**src/rtl/if_fetch_stage_pkg.sv**
```systemverilog
// rtl/if_fetch_stage_pkg.sv - shared fetch-stage state encoding and constants
package if_fetch_stage_pkg;

  // Fetch FSM states: request outstanding, instruction held, stale request being dropped
  typedef enum logic [1:0] {
    S_REQ  = 2'd0,
    S_HOLD = 2'd1,
    S_DROP = 2'd2
  } fetch_state_t;

  localparam logic [31:0] RESET_PC_DEFAULT = 32'h0000_3000;
  localparam logic [31:0] INSTR_NOP        = 32'h0000_0000;

endpackage

```
**src/rtl/if_fetch_stage.sv**
```systemverilog
// rtl/if_fetch_stage.sv - instruction fetch stage with req/ack imem handshake and redirect drop
module if_fetch_stage
  import if_fetch_stage_pkg::*;
#(
  parameter logic [31:0] RESET_PC = RESET_PC_DEFAULT,
  parameter int          ADDR_W   = 32
) (
  input  logic              clk,
  input  logic              rst,
  input  logic              PCWrite,
  input  logic              redirect_en,
  input  logic [ADDR_W-1:0] redirect_pc,
  output logic              imem_req,
  output logic [ADDR_W-1:0] imem_addr,
  input  logic              imem_ack,
  input  logic [ADDR_W-1:0] imem_rdata,
  output logic [ADDR_W-1:0] IF_PC,
  output logic [ADDR_W-1:0] IF_ins,
  output logic              IF_valid,
  output logic              IFflush
);

  fetch_state_t      r_state;
  logic [ADDR_W-1:0] r_req_addr;
  logic [ADDR_W-1:0] r_pend_pc;
  logic [ADDR_W-1:0] r_if_pc;
  logic [ADDR_W-1:0] r_if_ins;
  logic              r_if_valid;

  logic [ADDR_W-1:0] w_target;
  logic [ADDR_W-1:0] w_seq_pc;

  // Redirect target is word aligned; sequential next address wraps naturally at 2^32
  always_comb begin
    w_target = redirect_pc & ~{{(ADDR_W-2){1'b0}}, 2'b11};
    w_seq_pc = r_req_addr + {{(ADDR_W-3){1'b0}}, 3'd4};
  end

  // Request and flush are suppressed while reset is asserted
  always_comb begin
    imem_req  = ((r_state == S_REQ) || (r_state == S_DROP)) && !rst;
    imem_addr = r_req_addr;
    IFflush   = redirect_en && !rst;
    IF_PC     = r_if_pc;
    IF_ins    = r_if_ins;
    IF_valid  = r_if_valid;
  end

  // Fetch FSM: redirect beats ack and PCWrite; the address stays put while a request is unacked
  always_ff @(posedge clk) begin
    if (rst) begin
      r_state    <= S_REQ;
      r_req_addr <= RESET_PC;
      r_pend_pc  <= RESET_PC;
      r_if_pc    <= RESET_PC;
      r_if_ins   <= INSTR_NOP;
      r_if_valid <= 1'b0;
    end else begin
      case (r_state)
        S_REQ: begin
          if (redirect_en) begin
            r_if_valid <= 1'b0;
            if (imem_ack) begin
              r_req_addr <= w_target;
            end else begin
              r_pend_pc <= w_target;
              r_state   <= S_DROP;
            end
          end else if (imem_ack) begin
            r_if_ins   <= imem_rdata;
            r_if_pc    <= r_req_addr;
            r_if_valid <= 1'b1;
            r_state    <= S_HOLD;
          end
        end
        S_HOLD: begin
          if (redirect_en) begin
            r_if_valid <= 1'b0;
            r_req_addr <= w_target;
            r_state    <= S_REQ;
          end else if (PCWrite) begin
            r_if_valid <= 1'b0;
            r_req_addr <= w_seq_pc;
            r_state    <= S_REQ;
          end
        end
        S_DROP: begin
          r_if_valid <= 1'b0;
          if (redirect_en) begin
            r_pend_pc <= w_target;
            if (imem_ack) begin
              r_req_addr <= w_target;
              r_state    <= S_REQ;
            end
          end else if (imem_ack) begin
            r_req_addr <= r_pend_pc;
            r_state    <= S_REQ;
          end
        end
        default: begin
          r_state    <= S_REQ;
          r_if_valid <= 1'b0;
        end
      endcase
    end
  end

endmodule

```
**config.mk**
```make
export PLATFORM = sky130hd
export DESIGN_NAME = if_fetch_stage
export DESIGN_NICKNAME = d
export VERILOG_FILES = /design/src/rtl/if_fetch_stage_pkg.sv /design/src/rtl/if_fetch_stage.sv
export SDC_FILE = /design/constraint.sdc
export NUM_CORES = 1
export LEC_CHECK = 0
export CELL_PAD_IN_SITES_DETAIL_PLACEMENT = 2
export CELL_PAD_IN_SITES_GLOBAL_PLACEMENT = 2
export CORE_MARGIN = 3
export CORE_UTILIZATION = 25
export CTS_CLUSTER_DIAMETER = 50
export DETAILED_ROUTE_END_ITERATION = 16
export GPL_ROUTABILITY_DRIVEN = 0
export PLACE_DENSITY_LB_ADDON = 0.1
export SYNTH_ARGS = -nofsm -noshare
export SYNTH_HDL_FRONTEND = slang
export SYNTH_SLANG_ARGS = --single-unit
export TNS_END_PERCENT = 1
```
**constraint.sdc**
```tcl
create_clock -name clk -period 2.2 [get_ports clk]
set_clock_uncertainty 0.2 [all_clocks]
set_input_delay 0.22 -clock clk [delete_from_list [all_inputs] [get_ports clk]]
set_output_delay 0.22 -clock clk [all_outputs]
set_load 0.05 [all_outputs]
```
==> results of run 1 <==
## worst paths after layout
kind	start	endpoint	slack (ns)	cells after the start
setup / recovery	r_state[0]	imem_addr[22]	0.03	8
hold reg to reg	IF_PC[30]	IF_PC[30]	0.26	2
setup reg to reg	r_state[0]	imem_addr[22]	0.03	8
hold / removal	imem_rdata[1]	IF_ins[1]	0.13	3
## repair_timing
action	CTS	global route
setup buffers	1	2
resized for setup	15	40
hold endpoints to repair	5	0
pin swaps	0	11
hold buffers	1	0
setup endpoints to repair	22	31
## area by class of cell
class                           count  area, um2
Inverter                           14      52.55
Timing Repair Buffer              275       2613
Tap cell                          330      412.9
Sequential cell                   129       2615
Clock inverter                     14      177.7
Fill cell                        2889      15400
Multi-Input combinational cell    653       3702
Clock buffer                       17      425.4
## flip-flops by register name (all words and copies together) (netlist names)
register,flops
r_state,2
IF_valid,1
r_pend_pc,30
IF_PC,32
IF_ins,32
imem_addr,32
## cells in the final DEF (no fill, tap or decap), drive strengths merged, types with 6 or more instances in the layout
| cell | Yosys | layout |
|---|---|---|
| a21oi | 121 | 121 |
| a22oi | 14 | 14 |
| and3 | 6 | 6 |
| buf | 15 | 123 |
| clkbuf | 55 | 17 |
| clkdlybuf4s50 | 0 | 139 |
| dfxtp | 129 | 129 |
| dlygate4sd2 | 0 | 7 |
| inv | 14 | 20 |
| mux2 | 7 | 7 |
| mux2i | 7 | 7 |
| nand2 | 234 | 234 |
| nand3 | 23 | 23 |
| nand4 | 8 | 8 |
| nor2 | 43 | 43 |
| nor2b | 6 | 6 |
| nor3 | 15 | 15 |
| o21ai | 47 | 47 |
| o221ai | 7 | 7 |
| o22ai | 6 | 6 |
| xnor2 | 9 | 9 |
| xor2 | 7 | 7 |
## worst reg2reg max path: cells and delay by family, from the launching register on
family / cells / cell delay [ns]
buffers and inverters: 1 / 0.07
AO/OA/AOI/OAI: 3 / 0.50
flip-flops: 1 / 0.37
AND/OR/NAND/NOR: 3 / 0.79
adder cells (fa/ha/maj): 1 / 0.19
## where the power goes
group / internal [mW] / switching, mW
Sequential: 2.50 / 0.111
Clock: 1.79 / 1.21
Combinational: 0.830 / 1.34
Total: 5.12 / 2.67
## metrics by stage
stage,worst slack [ns],power [mW],instances,instance area [um2]
6_report,0.02544,7.788,1432,9998
4_1_cts,-0.06607,7.820,1430,9831
2_1_floorplan,-0.009043,3.792,866,6568
3_5_place_dp,-0.02272,4.776,1397,9186
3_3_place_gp,0.01371,4.736,1397,9186
5_1_grt,-0.06756,8.149,1432,9998
## synth_stat cells, drive strengths merged (4+ instances only)
cell / number / area, um2
a21oi: 121 / 609.3
o2111ai: 4 / 35.03
a221oi: 5 / 43.79
ha: 5 / 62.56
nand2b: 5 / 38.78
nand2: 234 / 885.9
inv: 14 / 52.55
mux2i: 7 / 70.07
o22ai: 6 / 37.54
nor2: 43 / 166.4
nand4: 8 / 86.33
nor4: 5 / 46.29
nand3b: 5 / 37.54
nor2b: 6 / 37.54
and3: 6 / 37.54
clkbuf: 55 / 246.5
o21ai: 47 / 239.0
or3: 4 / 25.02
a32oi: 4 / 35.03
buf: 15 / 85.08
a22o: 5 / 43.79
dfxtp: 129 / 2582
a21o: 4 / 31.28
a22oi: 14 / 105.1
o221ai: 7 / 61.31
mux2: 7 / 78.83
nand3: 23 / 120.1
xor2: 7 / 61.31
a31oi: 4 / 25.02
xnor2: 9 / 78.83
and2: 4 / 25.02
nor3: 15 / 86.34
a311oi: 4 / 35.03
## logic make-up (layout without fill, tap and decap cells)
family,after synthesis,count (layout),synth area share
AOI/OAI and AO/OA,253,253,0.2371
xor gates and xnor gates,16,16,0.02154
muxes,14,14,0.02288
and+or+nand+nor,365,365,0.2530
buffers and inverters,84,320,0.05903
DFF,129,129,0.3968
adders and majority gates,5,5,0.009614
## metal layers
layer,wire (um),up-vias,global-route usage
met3,1097,24,0.03659
met4,342,0,0.04411
met1,13620,3587,0.2763
met2,13970,145,0.3418
met5,0,-,0
li1,-,3469,-
==> flow_metrics.env, run 1 <==
export IMPL_htree_levels=4
export IMPL_syn_to_final_growth_pct=53.64
export IMPL_status="completed"
export IMPL_ys_types=69
export IMPL_finalCritPeriodShare=0.9884
export IMPL_cp_cell_sequence="inv_2 -> ha_2 -> nor2b_2 -> nor2_2 -> o21ai_2 -> or4_1 -> a211o_1 -> a21oi_2"
export IMPL_root_buffer="clkbuf_16"
export IMPL_die_area_um2=28000
export IMPL_drtPass1Iterations=4
export IMPL_relSlewSlack=0.6219
export IMPL_drcViolationCount=0
export IMPL_slew_violations=0
export IMPL_ir_drop_uv=385.3
export IMPL_grt_max_degree=73
export IMPL_whs_ns=0.1346
export IMPL_drive_gt1_frac=0.2132
export IMPL_tightest_slew_ns=0.5655
export IMPL_fp_row_count=58
export IMPL_cpLargestDelayFamily="simple AND/OR/NAND/NOR gates"
export IMPL_clkTransAtPathRegs_ns=0.07
export IMPL_vias_per_cell=5.045
export IMPL_tns_ns=0
export IMPL_cp_max_fo=4
export IMPL_ys_flop_type="dfxtp_1"
export IMPL_avgSynthCellArea_um2=7.514
export IMPL_diodes=0
export IMPL_track_usage=0.2042
export IMPL_synth_edf_count=0
export IMPL_ys_seq_area_frac=0.3968
export IMPL_port_buffers=165
export IMPL_ant_nets=0
export IMPL_netlist_area_um2=6507
export IMPL_slowest_delay_ns=0.47
export IMPL_cts_buffer_depth=2
export IMPL_finalWirelength_mm=29.03
export IMPL_drt_iter0_drc=349
export IMPL_num_vias=7225
export IMPL_period_needed_ns=2.175
export IMPL_synth_cells=866
export IMPL_pin_count=168
export IMPL_dp_hpwl_mm=20.97
export IMPL_cp_num_buf_inv=1
export IMPL_grt_pass1_vias=7569
export IMPL_power_density_nw_per_um2=779.0
export IMPL_cp_arrival_ns=2.35
export IMPL_core_area_um2=25400
export IMPL_wire_per_inst_um=20.27
export IMPL_cp_required_ns=2.37
export IMPL_final_setup_viol_count=0
export IMPL_total_leakage_power_nw=3.725
export IMPL_end_kind="flip-flop"
export IMPL_start_util=0.2562
export IMPL_clock_latency_ns=0.44
export IMPL_grt_pass1_wl_mm=45.31
export IMPL_grt_ovfl_total=0
export IMPL_cts_made_buffers=17
export IMPL_nets=1164
export IMPL_die_w_um=167.3
export IMPL_ys_ff_latch=129
export IMPL_final_hold_viol_count=0
export IMPL_fin_util=0.3936
export IMPL_maxCapViolCount=0
export IMPL_worstSetupStartpointType="flip-flop"
export IMPL_yosysWarnings=0
export IMPL_crit_type="reg2reg"
export IMPL_die_h_um=167.3
export IMPL_antenna_found_initial=0
export IMPL_rsz0062_at_grt="yes"
export IMPL_critPathSlowestCell="or4_1"
export IMPL_async_flop_share=0
export IMPL_synth_nets=940
export IMPL_clock_sinks=129
export IMPL_clock_fmax_mhz=459.9
export IMPL_holdCritPathClass="in2reg"
export IMPL_cts_tree="built"
(Power assumes the default switching activity.)
==> inputs of run 2 (changes only) <==
--- a/config.mk
+++ b/config.mk
@@ -13,6 +13,7 @@
 export DETAILED_ROUTE_END_ITERATION = 16
 export GPL_ROUTABILITY_DRIVEN = 0
 export PLACE_DENSITY_LB_ADDON = 0.1
+export SKIP_CTS_REPAIR_TIMING = 1
 export SYNTH_ARGS = -nofsm -noshare
 export SYNTH_HDL_FRONTEND = slang
 export SYNTH_SLANG_ARGS = --single-unit
==> run 2 against run 1 <==
The flow now finishes with violations (setup timing). Cell count fell by 0.14%. Clock power barely moved. Worst hold slack gained 0.0067 ns. Sequential share of layout area grew 0.15 points. Power shrank 0.45%. First-iteration DRC count grew 7.4%. Via count decreased by 0.22%. Combinational power barely moved. Die area stayed put. Critical path depth stayed put. Utilization down 0.19 points.
==> flow_metrics.env, run 2 (synthesis results as in run 1) <==
export IMPL_holdCritPathClass="in2reg"
export IMPL_cts_buffer_depth=2
export IMPL_placed_cell_area_um2=9186
export IMPL_whs_ns=0.1413
export IMPL_clock_latency_ns=0.43
export IMPL_start_util=0.2562
export IMPL_violations="setup timing"
export IMPL_cts_made_buffers=17
export IMPL_place_ws_ns=-0.02272
export IMPL_drtPass1Iterations=5
export IMPL_slew_violations=0
export IMPL_hold_path_cell_count=3
export IMPL_multi_input_area_um2=3642
export IMPL_grt_ovfl_total=0
export IMPL_power_density_nw_per_um2=779.3
export IMPL_final_common_cell="nand2_1"
export IMPL_end_kind="output pin"
export IMPL_dp_hpwl_mm=20.97
export IMPL_rsz0062_at_grt="yes"
export IMPL_maxCapViolCount=0
export IMPL_syn_to_final_growth_pct=52.89
export IMPL_die_h_um=167.3
export IMPL_nFillCells=2899
export IMPL_fp_row_count=58
export IMPL_worst_r2r_cell_count=8
export IMPL_grt_pass1_wl_mm=45.16
export IMPL_worstSetupStartpointType="flip-flop"
export IMPL_period_needed_ns=2.240
export IMPL_total_leakage_power_nw=3.773
export IMPL_clkTransAtPathRegs_ns=0.07
export IMPL_die_area_um2=28000
export IMPL_drt_iter0_drc=375
export IMPL_htree_levels=4
export IMPL_cts_tree="built"
export IMPL_ir_drop_uv=372.4
export IMPL_die_w_um=167.3
export IMPL_ant_nets=0
export IMPL_wire_per_inst_um=20.31
export IMPL_layout_common_cells="nand2_1 (231), clkdlybuf4s50_1 (140), a21oi_1 (119)"
export IMPL_final_area_um2=9950
export IMPL_fin_ws_ns=-0.04036
export IMPL_drive_gt1_frac=0.2027
export IMPL_cp_arrival_ns=1.82
export IMPL_drcViolationCount=0
export IMPL_finalWirelength_mm=29.05
export IMPL_crit_type="reg2out"
export IMPL_track_usage=0.2036
export IMPL_vias_per_cell=5.041
export IMPL_final_hold_viol_count=0
export IMPL_r2r_setup_slack_ns=-0.02
export IMPL_pin_count=168
export IMPL_cp_required_ns=1.78
export IMPL_seq_area_um2=2618
export IMPL_finalCritPeriodShare=1.018
export IMPL_timing_rr_start="r_state[0]"
export IMPL_core_area_um2=25400
export IMPL_min_to="IF_ins[1]"
export IMPL_final_setup_viol_count=3
export IMPL_diodes=0
export IMPL_port_buffers=165
export IMPL_nets=1162
export IMPL_grt_pass1_vias=7536
export IMPL_antenna_found_initial=0
export IMPL_r2r_end="imem_addr[22]"
export IMPL_clock_sinks=129
export IMPL_clock_fmax_mhz=446.4
export IMPL_p_total_mw=7.753
export IMPL_cp_max_fo=13
export IMPL_grt_max_degree=73
export IMPL_tightest_slew_ns=0.5655
export IMPL_root_buffer="clkbuf_16"
export IMPL_fin_util=0.3917
export IMPL_num_vias=7209
export IMPL_relSlewSlack=0.6219
export IMPL_status="finished, violations left"
export IMPL_hold_start="imem_rdata[1]"
[run 2: changes by cell type in the layout (fill, tap and decap cells not counted), moves of 2 or more]
cell            before  now
dlygate4sd2_1        7    0
dlymetal6s2s_1       5   11
buf_4              104  102
o21ai_1              3    5
[run 2: through the flow]
step	TNS [ns]	std cells
floorplan	-0.01763	866
global placement	0	1397
detailed placement	-0.07840	1397
CTS	-0.9083	1428
global route	-1.420	1430
finish	-0.07745	1430
[run 2: worst max path at each step]
stage                        startpoint             to  depth (start not counted)
after CTS                    r_state[0]       imem_req                          8
after detailed placement     r_state[0]  imem_addr[16]                         10
final                        r_state[0]       imem_req                          8
after global routing         r_state[0]  imem_addr[25]                         10
after global placement       r_state[0]  imem_addr[22]                          8
after floorplan           imem_addr[20]  imem_addr[31]                          6
[run 2: cell type report]
| cell class | count | share of cell area |
|---|---|---|
| sequential | 129 | 0.2631 |
| tap | 330 | 0.04150 |
| timing repair buffer | 273 | 0.2635 |
| clock buffer | 17 | 0.04276 |
| clock inverter | 14 | 0.01786 |
| inverter | 14 | 0.005282 |
| multi-input combinational | 653 | 0.3661 |
[run 2: metal layers]
| metal | vias up | global-route usage | part of all wire |
|---|---|---|---|
| met5 | - | 0 | 0 |
| met3 | 21 | 0.03565 | 0.037 |
| li1 | 3466 | - | - |
| met2 | 143 | 0.3413 | 0.48 |
| met4 | 0 | 0.04233 | 0.011 |
| met1 | 3579 | 0.2764 | 0.47 |
[run 2: power breakdown]
| part | switching (mW) | total (mW) | internal, mW | leakage [nW] |
|---|---|---|---|---|
| clock | 1.19 | 2.99 | 1.80 | 0.291 |
| combinational | 1.33 | 2.16 | 0.827 | 2.42 |
| sequential | 0.109 | 2.61 | 2.50 | 1.06 |
| total | 2.63 | 7.75 | 5.12 | 3.77 |
[run 2: critical path, stage by stage (launching register included)]
cell	delay [ns]
dfxtp_4	0.37
inv_2	0.05
ha_1	0.22
buf_6	0.15
buf_12	0.15
nor2_2	0.14
buf_6	0.12
nor2_4	0.04
buf_12	0.15
